==> src/rtl/amp_sweep_pkg.sv <==
// Shared types and default constants for the amplitude sweep controller.
package amp_sweep_pkg;

    localparam int unsigned DefNumBands      = 8;
    localparam int unsigned DefPeaksPerBand  = 4;
    localparam int unsigned DefSettleCycles  = 1024;
    localparam int unsigned DefTimeoutCycles = 65535;

    // Band index width; covers up to 8 bands.
    localparam int unsigned BandW = 3;
    localparam int unsigned PeakW = 16;

    typedef enum logic [2:0] {
        StIdle,
        StSettle,
        StMeasure,
        StStore,
        StDone
    } sweep_state_t;

endpackage

==> src/rtl/amp_sweep_ctrl_if.sv <==
// Control, peak-input and result signals of the sweep controller.
interface amp_sweep_ctrl_if;
    import amp_sweep_pkg::*;

    logic             start;
    logic             abort;
    logic             amplitude_vld;
    logic [PeakW-1:0] peak;
    logic [BandW-1:0] band_sel;
    logic             busy;
    logic             result_wr;
    logic [BandW-1:0] result_band;
    logic [PeakW-1:0] result_amp;
    logic             result_timeout;
    logic             done;

    // Sequencer / amplitude calculator side.
    modport master (
        output start, abort, amplitude_vld, peak,
        input  band_sel, busy, result_wr, result_band, result_amp, result_timeout, done
    );

    // Sweep controller side.
    modport slave (
        input  start, abort, amplitude_vld, peak,
        output band_sel, busy, result_wr, result_band, result_amp, result_timeout, done
    );

endinterface

==> src/rtl/peak_averager.sv <==
// Accumulates peaks for one band and reports the average as the last peak arrives.
module peak_averager
    import amp_sweep_pkg::*;
#(
    parameter int unsigned PEAKS_PER_BAND = DefPeaksPerBand
) (
    input  logic             clk,
    input  logic             rst_n,
    input  logic             clr,
    input  logic             vld,
    input  logic [PeakW-1:0] peak,
    output logic             full,
    output logic [PeakW-1:0] avg
);
    localparam int unsigned Shift = $clog2(PEAKS_PER_BAND);
    localparam int unsigned AccW  = PeakW + Shift;
    localparam int unsigned CntW  = $clog2(PEAKS_PER_BAND + 1);

    logic [AccW-1:0] acc;
    logic [AccW-1:0] sum;
    logic [CntW-1:0] cnt;

    // The average includes the peak arriving this cycle so the FSM can latch it on the same edge.
    assign sum  = acc + AccW'(peak);
    assign full = vld && (cnt == CntW'(PEAKS_PER_BAND - 1));
    assign avg  = sum[Shift +: PeakW];

    // Accumulator and peak count; clear has priority over a new peak.
    always_ff @(posedge clk or negedge rst_n) begin
        if (!rst_n) begin
            acc <= '0;
            cnt <= '0;
        end else if (clr) begin
            acc <= '0;
            cnt <= '0;
        end else if (vld) begin
            acc <= sum;
            cnt <= cnt + 1'b1;
        end
    end

endmodule

==> src/rtl/amp_sweep_ctrl.sv <==
// Steps through the equalizer bands, settles, averages peaks and writes one result per band.
module amp_sweep_ctrl
    import amp_sweep_pkg::*;
#(
    parameter int unsigned NUM_BANDS      = DefNumBands,
    parameter int unsigned PEAKS_PER_BAND = DefPeaksPerBand,
    parameter int unsigned SETTLE_CYCLES  = DefSettleCycles,
    parameter int unsigned TIMEOUT_CYCLES = DefTimeoutCycles
) (
    input logic             clk,
    input logic             rst_n,
    amp_sweep_ctrl_if.slave bus
);
    localparam int unsigned SettleW = $clog2(SETTLE_CYCLES + 1);
    localparam int unsigned TmoW    = $clog2(TIMEOUT_CYCLES + 1);

    localparam logic [SettleW-1:0] SettleLast = SettleW'(SETTLE_CYCLES - 1);
    localparam logic [TmoW-1:0]    TmoLast    = TmoW'(TIMEOUT_CYCLES - 1);
    localparam logic [BandW-1:0]   LastBand   = BandW'(NUM_BANDS - 1);

    sweep_state_t       state;
    logic [SettleW-1:0] settle_cnt;
    logic [TmoW-1:0]    tmo_cnt;
    logic [BandW-1:0]   cur_band;
    logic               res_wr;
    logic [BandW-1:0]   res_band;
    logic [PeakW-1:0]   res_amp;
    logic               res_timeout;
    logic               done_pulse;

    logic               acc_vld;
    logic               acc_clr;
    logic               acc_full;
    logic [PeakW-1:0]   acc_avg;

    // Peaks count only in MEASURE; leaving MEASURE for any reason discards partial data.
    assign acc_vld = bus.amplitude_vld && (state == StMeasure);
    assign acc_clr = (state != StMeasure);

    peak_averager #(
        .PEAKS_PER_BAND(PEAKS_PER_BAND)
    ) u_peak_averager (
        .clk  (clk),
        .rst_n(rst_n),
        .clr  (acc_clr),
        .vld  (acc_vld),
        .peak (bus.peak),
        .full (acc_full),
        .avg  (acc_avg)
    );

    // Sweep FSM with registered result/done strobes; abort overrides every non-idle state.
    always_ff @(posedge clk or negedge rst_n) begin
        if (!rst_n) begin
            state       <= StIdle;
            settle_cnt  <= '0;
            tmo_cnt     <= '0;
            cur_band    <= '0;
            res_wr      <= 1'b0;
            res_band    <= '0;
            res_amp     <= '0;
            res_timeout <= 1'b0;
            done_pulse  <= 1'b0;
        end else begin
            res_wr     <= 1'b0;
            done_pulse <= 1'b0;
            if (state != StIdle && bus.abort) begin
                state      <= StIdle;
                settle_cnt <= '0;
                tmo_cnt    <= '0;
            end else begin
                unique case (state)
                    StIdle: begin
                        if (bus.start && !bus.abort) begin
                            state      <= StSettle;
                            cur_band   <= '0;
                            settle_cnt <= '0;
                            tmo_cnt    <= '0;
                        end
                    end
                    StSettle: begin
                        if (settle_cnt == SettleLast) begin
                            state      <= StMeasure;
                            settle_cnt <= '0;
                            tmo_cnt    <= '0;
                        end else begin
                            settle_cnt <= settle_cnt + 1'b1;
                        end
                    end
                    StMeasure: begin
                        // The final peak beats a timeout landing on the same cycle.
                        if (acc_full) begin
                            state       <= StStore;
                            res_wr      <= 1'b1;
                            res_band    <= cur_band;
                            res_amp     <= acc_avg;
                            res_timeout <= 1'b0;
                        end else if (tmo_cnt == TmoLast) begin
                            state       <= StStore;
                            res_wr      <= 1'b1;
                            res_band    <= cur_band;
                            res_amp     <= '0;
                            res_timeout <= 1'b1;
                        end else begin
                            tmo_cnt <= tmo_cnt + 1'b1;
                        end
                    end
                    StStore: begin
                        settle_cnt <= '0;
                        tmo_cnt    <= '0;
                        if (cur_band == LastBand) begin
                            state      <= StDone;
                            done_pulse <= 1'b1;
                        end else begin
                            state    <= StSettle;
                            cur_band <= cur_band + 1'b1;
                        end
                    end
                    StDone: begin
                        state <= StIdle;
                    end
                    default: begin
                        state <= StIdle;
                    end
                endcase
            end
        end
    end

    assign bus.band_sel       = cur_band;
    assign bus.busy           = (state != StIdle);
    assign bus.result_wr      = res_wr;
    assign bus.result_band    = res_band;
    assign bus.result_amp     = res_amp;
    assign bus.result_timeout = res_timeout;
    assign bus.done           = done_pulse;

endmodule

==> src/flat_wrapper.sv <==
// flat-port wrapper written by rule: the top's interface ports become plain ports
module amp_sweep_ctrl_flat import amp_sweep_pkg::*;
#(
    parameter int unsigned NUM_BANDS      = DefNumBands,
    parameter int unsigned PEAKS_PER_BAND = DefPeaksPerBand,
    parameter int unsigned SETTLE_CYCLES  = DefSettleCycles,
    parameter int unsigned TIMEOUT_CYCLES = DefTimeoutCycles
)
  (clk, rst_n, bus_start, bus_abort, bus_amplitude_vld, bus_peak, bus_band_sel, bus_busy, bus_result_wr, bus_result_band, bus_result_amp, bus_result_timeout, bus_done);
  amp_sweep_ctrl_if bus_i ();
  input logic clk;
  input logic rst_n;
  input wire logic [$bits(bus_i.start)-1:0] bus_start;
  input wire logic [$bits(bus_i.abort)-1:0] bus_abort;
  input wire logic [$bits(bus_i.amplitude_vld)-1:0] bus_amplitude_vld;
  input wire logic [$bits(bus_i.peak)-1:0] bus_peak;
  output wire logic [$bits(bus_i.band_sel)-1:0] bus_band_sel;
  output wire logic [$bits(bus_i.busy)-1:0] bus_busy;
  output wire logic [$bits(bus_i.result_wr)-1:0] bus_result_wr;
  output wire logic [$bits(bus_i.result_band)-1:0] bus_result_band;
  output wire logic [$bits(bus_i.result_amp)-1:0] bus_result_amp;
  output wire logic [$bits(bus_i.result_timeout)-1:0] bus_result_timeout;
  output wire logic [$bits(bus_i.done)-1:0] bus_done;
  assign bus_i.start = bus_start;
  assign bus_i.abort = bus_abort;
  assign bus_i.amplitude_vld = bus_amplitude_vld;
  assign bus_i.peak = bus_peak;
  assign bus_band_sel = bus_i.band_sel;
  assign bus_busy = bus_i.busy;
  assign bus_result_wr = bus_i.result_wr;
  assign bus_result_band = bus_i.result_band;
  assign bus_result_amp = bus_i.result_amp;
  assign bus_result_timeout = bus_i.result_timeout;
  assign bus_done = bus_i.done;
  amp_sweep_ctrl #(.NUM_BANDS(NUM_BANDS), .PEAKS_PER_BAND(PEAKS_PER_BAND), .SETTLE_CYCLES(SETTLE_CYCLES), .TIMEOUT_CYCLES(TIMEOUT_CYCLES)) u_core (.clk(clk), .rst_n(rst_n), .bus(bus_i));
endmodule
==> config.mk <==
export PLATFORM = sky130hd
export DESIGN_NAME = amp_sweep_ctrl_flat
export DESIGN_NICKNAME = d
export VERILOG_FILES = /design/src/rtl/amp_sweep_pkg.sv /design/src/rtl/amp_sweep_ctrl_if.sv /design/src/rtl/peak_averager.sv /design/src/rtl/amp_sweep_ctrl.sv /design/src/flat_wrapper.sv
export SDC_FILE = /design/constraint.sdc
export NUM_CORES = 1
export LEC_CHECK = 0
export CORE_MARGIN = 3
export CORE_UTILIZATION = 43
export CTS_BUF_LIST = sky130_fd_sc_hd__clkbuf_8
export CTS_CLUSTER_DIAMETER = 150
export DETAILED_ROUTE_END_ITERATION = 10
export PLACE_DENSITY = 0.74
export SYNTH_ARGS = -nofsm -noshare
export SYNTH_HDL_FRONTEND = slang
export SYNTH_HIERARCHICAL = 1
export SYNTH_SLANG_ARGS = --single-unit
==> constraint.sdc <==
create_clock -name clk -period 2.6 [get_ports clk]
set_input_delay 0.26 -clock clk [delete_from_list [all_inputs] [get_ports clk]]
set_output_delay 0.26 -clock clk [all_outputs]
set_load 0.05 [all_outputs]
==> flow_results.org <==
** Outcome
- Status :: complete, no violations

** Finish
- The finished layout holds 681 standard cells, fillers aside.
- The repair_antennas step left the layout with diodes totalling 0.
- Area growth, synth to finish :: 21.0%
- For this run, the post-layout net count is 588.
- Leaving out fill and tap cells, the most frequent cell in the layout is sky130_fd_sc_hd__dfrtp_1.
- The filler cells instantiated in the layout total 882.
- Proportion of layout cells with a drive suffix above 1 :: 12.0%
- Summed area of non-filler cells in the final layout :: 5530 um2
- The library cells used most frequently in the layout, excluding fill and tap cells, are sky130_fd_sc_hd__dfrtp_1, sky130_fd_sc_hd__nor2_1, sky130_fd_sc_hd__clkdlybuf4s50_1, sky130_fd_sc_hd__nand2_1, sky130_fd_sc_hd__buf_4.

** Yosys
- Number of register bits inferred by synthesis :: 76
- Cell types occupying the most area after synthesis :: sky130_fd_sc_hd__dfrtp_1, sky130_fd_sc_hd__ha_1, sky130_fd_sc_hd__nor2_1
- The average instance in the mapped netlist occupies 9.56 um2.
- The top cell type by area accounts for 41.6% of the synthesized area.
- Counting flops with a built-in enable in the synthesized netlist gives 0.
- The cell count after synthesis came out at 478.
- The synthesized design spends more area on one cell type than any other, namely sky130_fd_sc_hd__dfrtp_1.
- Synthesized area :: 4570 um2
- Synthesis produced a netlist with a net count of 523.
- Among all flip-flop cells after synthesis, the most frequent one is sky130_fd_sc_hd__dfrtp_1.
- Sequential elements use 41.6% of the synthesized area.
- Number of library cell types mapped by synthesis :: 66
- For this run, the number of Yosys warnings is 6.
- Counting flops with an async set or reset pin after synthesis yields a share of 100%.

** Setup path
- Traced cell by cell, the critical path runs through ha_1 -> fa_1 -> a211oi_2 -> o21a_1 -> nor3_1 -> a41oi_1 -> nor2_1 -> nor2_1 -> xnor2_1 -> a22o_1.
- The worst register-to-register path begins at u_core/u_peak_averager/acc[0].
- Biggest cell delay along the critical path :: 0.43 ns
- Crit path launch type :: flip-flop
- The worst register-to-register path has a setup slack of 0.09 ns.
- The critical path contains buffers and inverters numbering 0 combined.
- In this design, the critical path's most frequently occurring cell is sky130_fd_sc_hd__nor2_1.
- Cell family contributing the most delay on the critical path :: compound AO/OA/AOI/OAI gates
- Element type at the critical path end :: flip-flop
- The number of cells on the worst reg-to-reg path is 10.
- Data arrival time of the critical path :: 2.76 ns
- Worst R2R End :: u_core/bus.result_amp[12]
- The critical path in this run is classified as reg2reg.
- Critical path data required time :: 2.86 ns
- Largest fanout on the critical path :: 3
- The largest individual stage delay along the critical path comes from the cell sky130_fd_sc_hd__fa_1.

** CTS
- Clock latency on the worst-skew pair :: 0.36 ns
- The clock tree synthesis step divided the H-tree into 3 levels.
- Clock transition at the registers of the reported paths :: 0.08 ns
- Counting every sink on the clock net gives 76.
- TritonCTS built the clock tree.
- Master cell of the clock root buffer :: sky130_fd_sc_hd__clkbuf_8
- In this run the deepest clock path goes through 2 buffers.
- Number of clock buffers inserted by TritonCTS :: 9

** Die
- In this run the count of I/O pins placed on the die edge is 47.
- Effective utilization at floorplan :: 45.5%
- The die covers 11900 um2.
- The initialized floorplan defines 36 standard-cell rows.
- Height of the die :: 109 um
- The region available for standard cell placement spans 10000 um2.
- In this run the horizontal extent of the chip is 109 um.

** Place
- Final weighted congestion in routability-driven placement :: 0.877
- After detailed placement, the total cell area comes to 5300 um2.
- Detailed placement finished with a half-perimeter wire length of 7.82 mm.
- Number of input and output port buffers inserted :: 46
- Placed instance count :: 663
- Before CTS, the worst setup slack after placement is -0.227 ns.

** GRT
- The number of global-route vias before repair is 3930.
- For this run, the total global-route usage over all layers was measured as 20.0%.
- Maximum number of pins on one net before global-route repair :: 77
- The first global-routing pass estimated 18.8 mm of wire.
- Summed over all layers, the global routing overflow is 0.
- Number of antenna violations at the first check in global routing :: 0

** Job
- Max-cap viol count :: 0

** STA
- Number of pins with negative max-slew slack in the final report :: 0
- Worst clock skew :: 0.00935 ns
- Setup violations remaining at the end of the flow were counted as 0.
- Final min period :: 2.51 ns
- Worst-case setup margin in the final layout :: 0.0950 ns
- Static timing analysis puts the maximum clock frequency at 399 MHz.
- Tightest slew margin relative to the limit :: 60.3%
- The number of hold-slack violations in the final timing report was 0.
- At the pin with the least slew margin, the transition time is 0.589 ns.
- Final critical-path share of the clock period :: 96.3%

** Drt
- After detailed routing, the number of vias per cell comes to 5.69.
- Wires add up to 11.1 mm.
- For this run, design rule violations remaining after detail routing come to 0.
- Average wire per cell in the routed design :: 16.2 um
- In this run the remaining antenna-violating nets after routing total 0.
- Number of iterations in the first detailed-routing pass :: 5
- For this block, the initial DRC count from the detailed router was 307.
- The detailed router placed 3877 vias in this run.

** Min path
- Classification of the worst-slack hold path :: in2async

** Power and ir drop
- Worst vdd ir :: 0.293 mV
- Total power for the finished layout comes to 3.17 mW.
- Power per cell area :: 575 nW/um2
- The analysis attributes to cell leakage a power of 2.49 nW.
==> per-layer routing <==
metal  up-vias  share of wire, %  track usage [%]
met1      1900                48             26.8
met4         0               1.4             7.39
met5         -                 0                0
li1       1872                 -                -
met2        93                47             31.6
met3        12               4.2             4.32
==> final cells by class <==
class	instances	area (um2)	share of cell area (%)
clock inverter	5	51.3	0.928
timing repair buffer	78	713	12.9
inverter	12	45.0	0.815
clock buffer	11	151	2.74
tap	133	166	3.01
sequential	76	1900	34.4
multi-input combinational	366	2500	45.2
==> state kept, by name, summed over array words and instances (netlist names) <==
register,flops
u_core/state,3
u_core/bus.result_timeout,1
u_core/u_peak_averager/acc,18
u_core/bus.result_band,3
u_core/bus.band_sel,3
u_core/u_peak_averager/cnt,3
u_core/tmo_cnt,16
u_core/settle_cnt,11
u_core/bus.done,1
u_core/bus.result_wr,1
u_core/bus.result_amp,16
==> synth_stat cells, drive strengths merged, types with 5 or more instances <==
cell     n
a21oi   30
nand2   46
ha      23
buf     15
nor2    51
o21ai   40
a31oi    7
nor3b    6
clkbuf   9
a41oi    7
mux2i   15
inv     12
nand4    8
o31ai    7
nand3   12
a21o     8
and3    13
a22o    17
dfrtp   76
xnor2   16
and2     5
==> kinds of logic (layout without fill, tap and decap cells) <==
group / Yosys count / in the layout / share of synthesized area (%)
simple gates: 170 / 170 / 19.7
compound gates: 137 / 137 / 21.0
flops: 76 / 76 / 41.6
buf+inv: 36 / 106 / 3.83
fa+ha+maj: 24 / 24 / 6.74
xor+xnor: 19 / 19 / 3.64
mux: 16 / 16 / 3.53
==> worst max-delay path by stage <==
stage	startpoint	to	slack [ns]	depth (start not counted)
after floorplan	u_core/state[0]	u_core/bus.result_amp[9]	0.11	11
after global placement	bus_peak[0]	u_core/bus.result_amp[12]	-0.12	11
after detailed placement	bus_peak[0]	u_core/bus.result_amp[12]	-0.23	11
after CTS	u_core/u_peak_averager/acc[0]	u_core/bus.result_amp[12]	0.02	10
after global routing	u_core/u_peak_averager/acc[0]	u_core/bus.result_amp[12]	-0.003	10
final	u_core/u_peak_averager/acc[0]	u_core/bus.result_amp[12]	0.09	10
==> report_power, final <==
group	internal (mW)	leakage, nW	switching [mW]
Sequential	1.23	1.06	0.0765
Combinational	0.334	1.33	0.598
Clock	0.489	0.107	0.443
Total	2.06	2.49	1.12
==> worst reg2reg max path, cell delays in order (launching register included) <==
cell and delay [ns]:
sky130_fd_sc_hd__dfrtp_1 0.39, sky130_fd_sc_hd__ha_1 0.22, sky130_fd_sc_hd__fa_1 0.43, sky130_fd_sc_hd__a211oi_2 0.28
sky130_fd_sc_hd__o21a_1 0.20, sky130_fd_sc_hd__nor3_1 0.07, sky130_fd_sc_hd__a41oi_1 0.30, sky130_fd_sc_hd__nor2_1 0.11
sky130_fd_sc_hd__nor2_1 0.13, sky130_fd_sc_hd__xnor2_1 0.08, sky130_fd_sc_hd__a22o_1 0.19
==> per-stage QoR <==
stage / TNS, ns / util (%) / hold slack, ns
2_1_floorplan: 0 / - / -0.0356
3_3_place_gp: -0.513 / 52.8 / 0.315
3_5_place_dp: -1.45 / 52.8 / 0.322
4_1_cts: 0 / 54.9 / 0.467
5_1_grt: -0.00271 / 55.0 / 0.495
6_report: 0 / 55.0 / 0.452
==> what timing repair did <==
action	CTS	global route
hold buffers	1	0
buffers inserted	0	1
endpoints found under the setup margin	0	8
endpoints found under the hold margin	76	0
gates resized for setup	0	2
No activity file was read; power rests on OpenSTA's default activity.
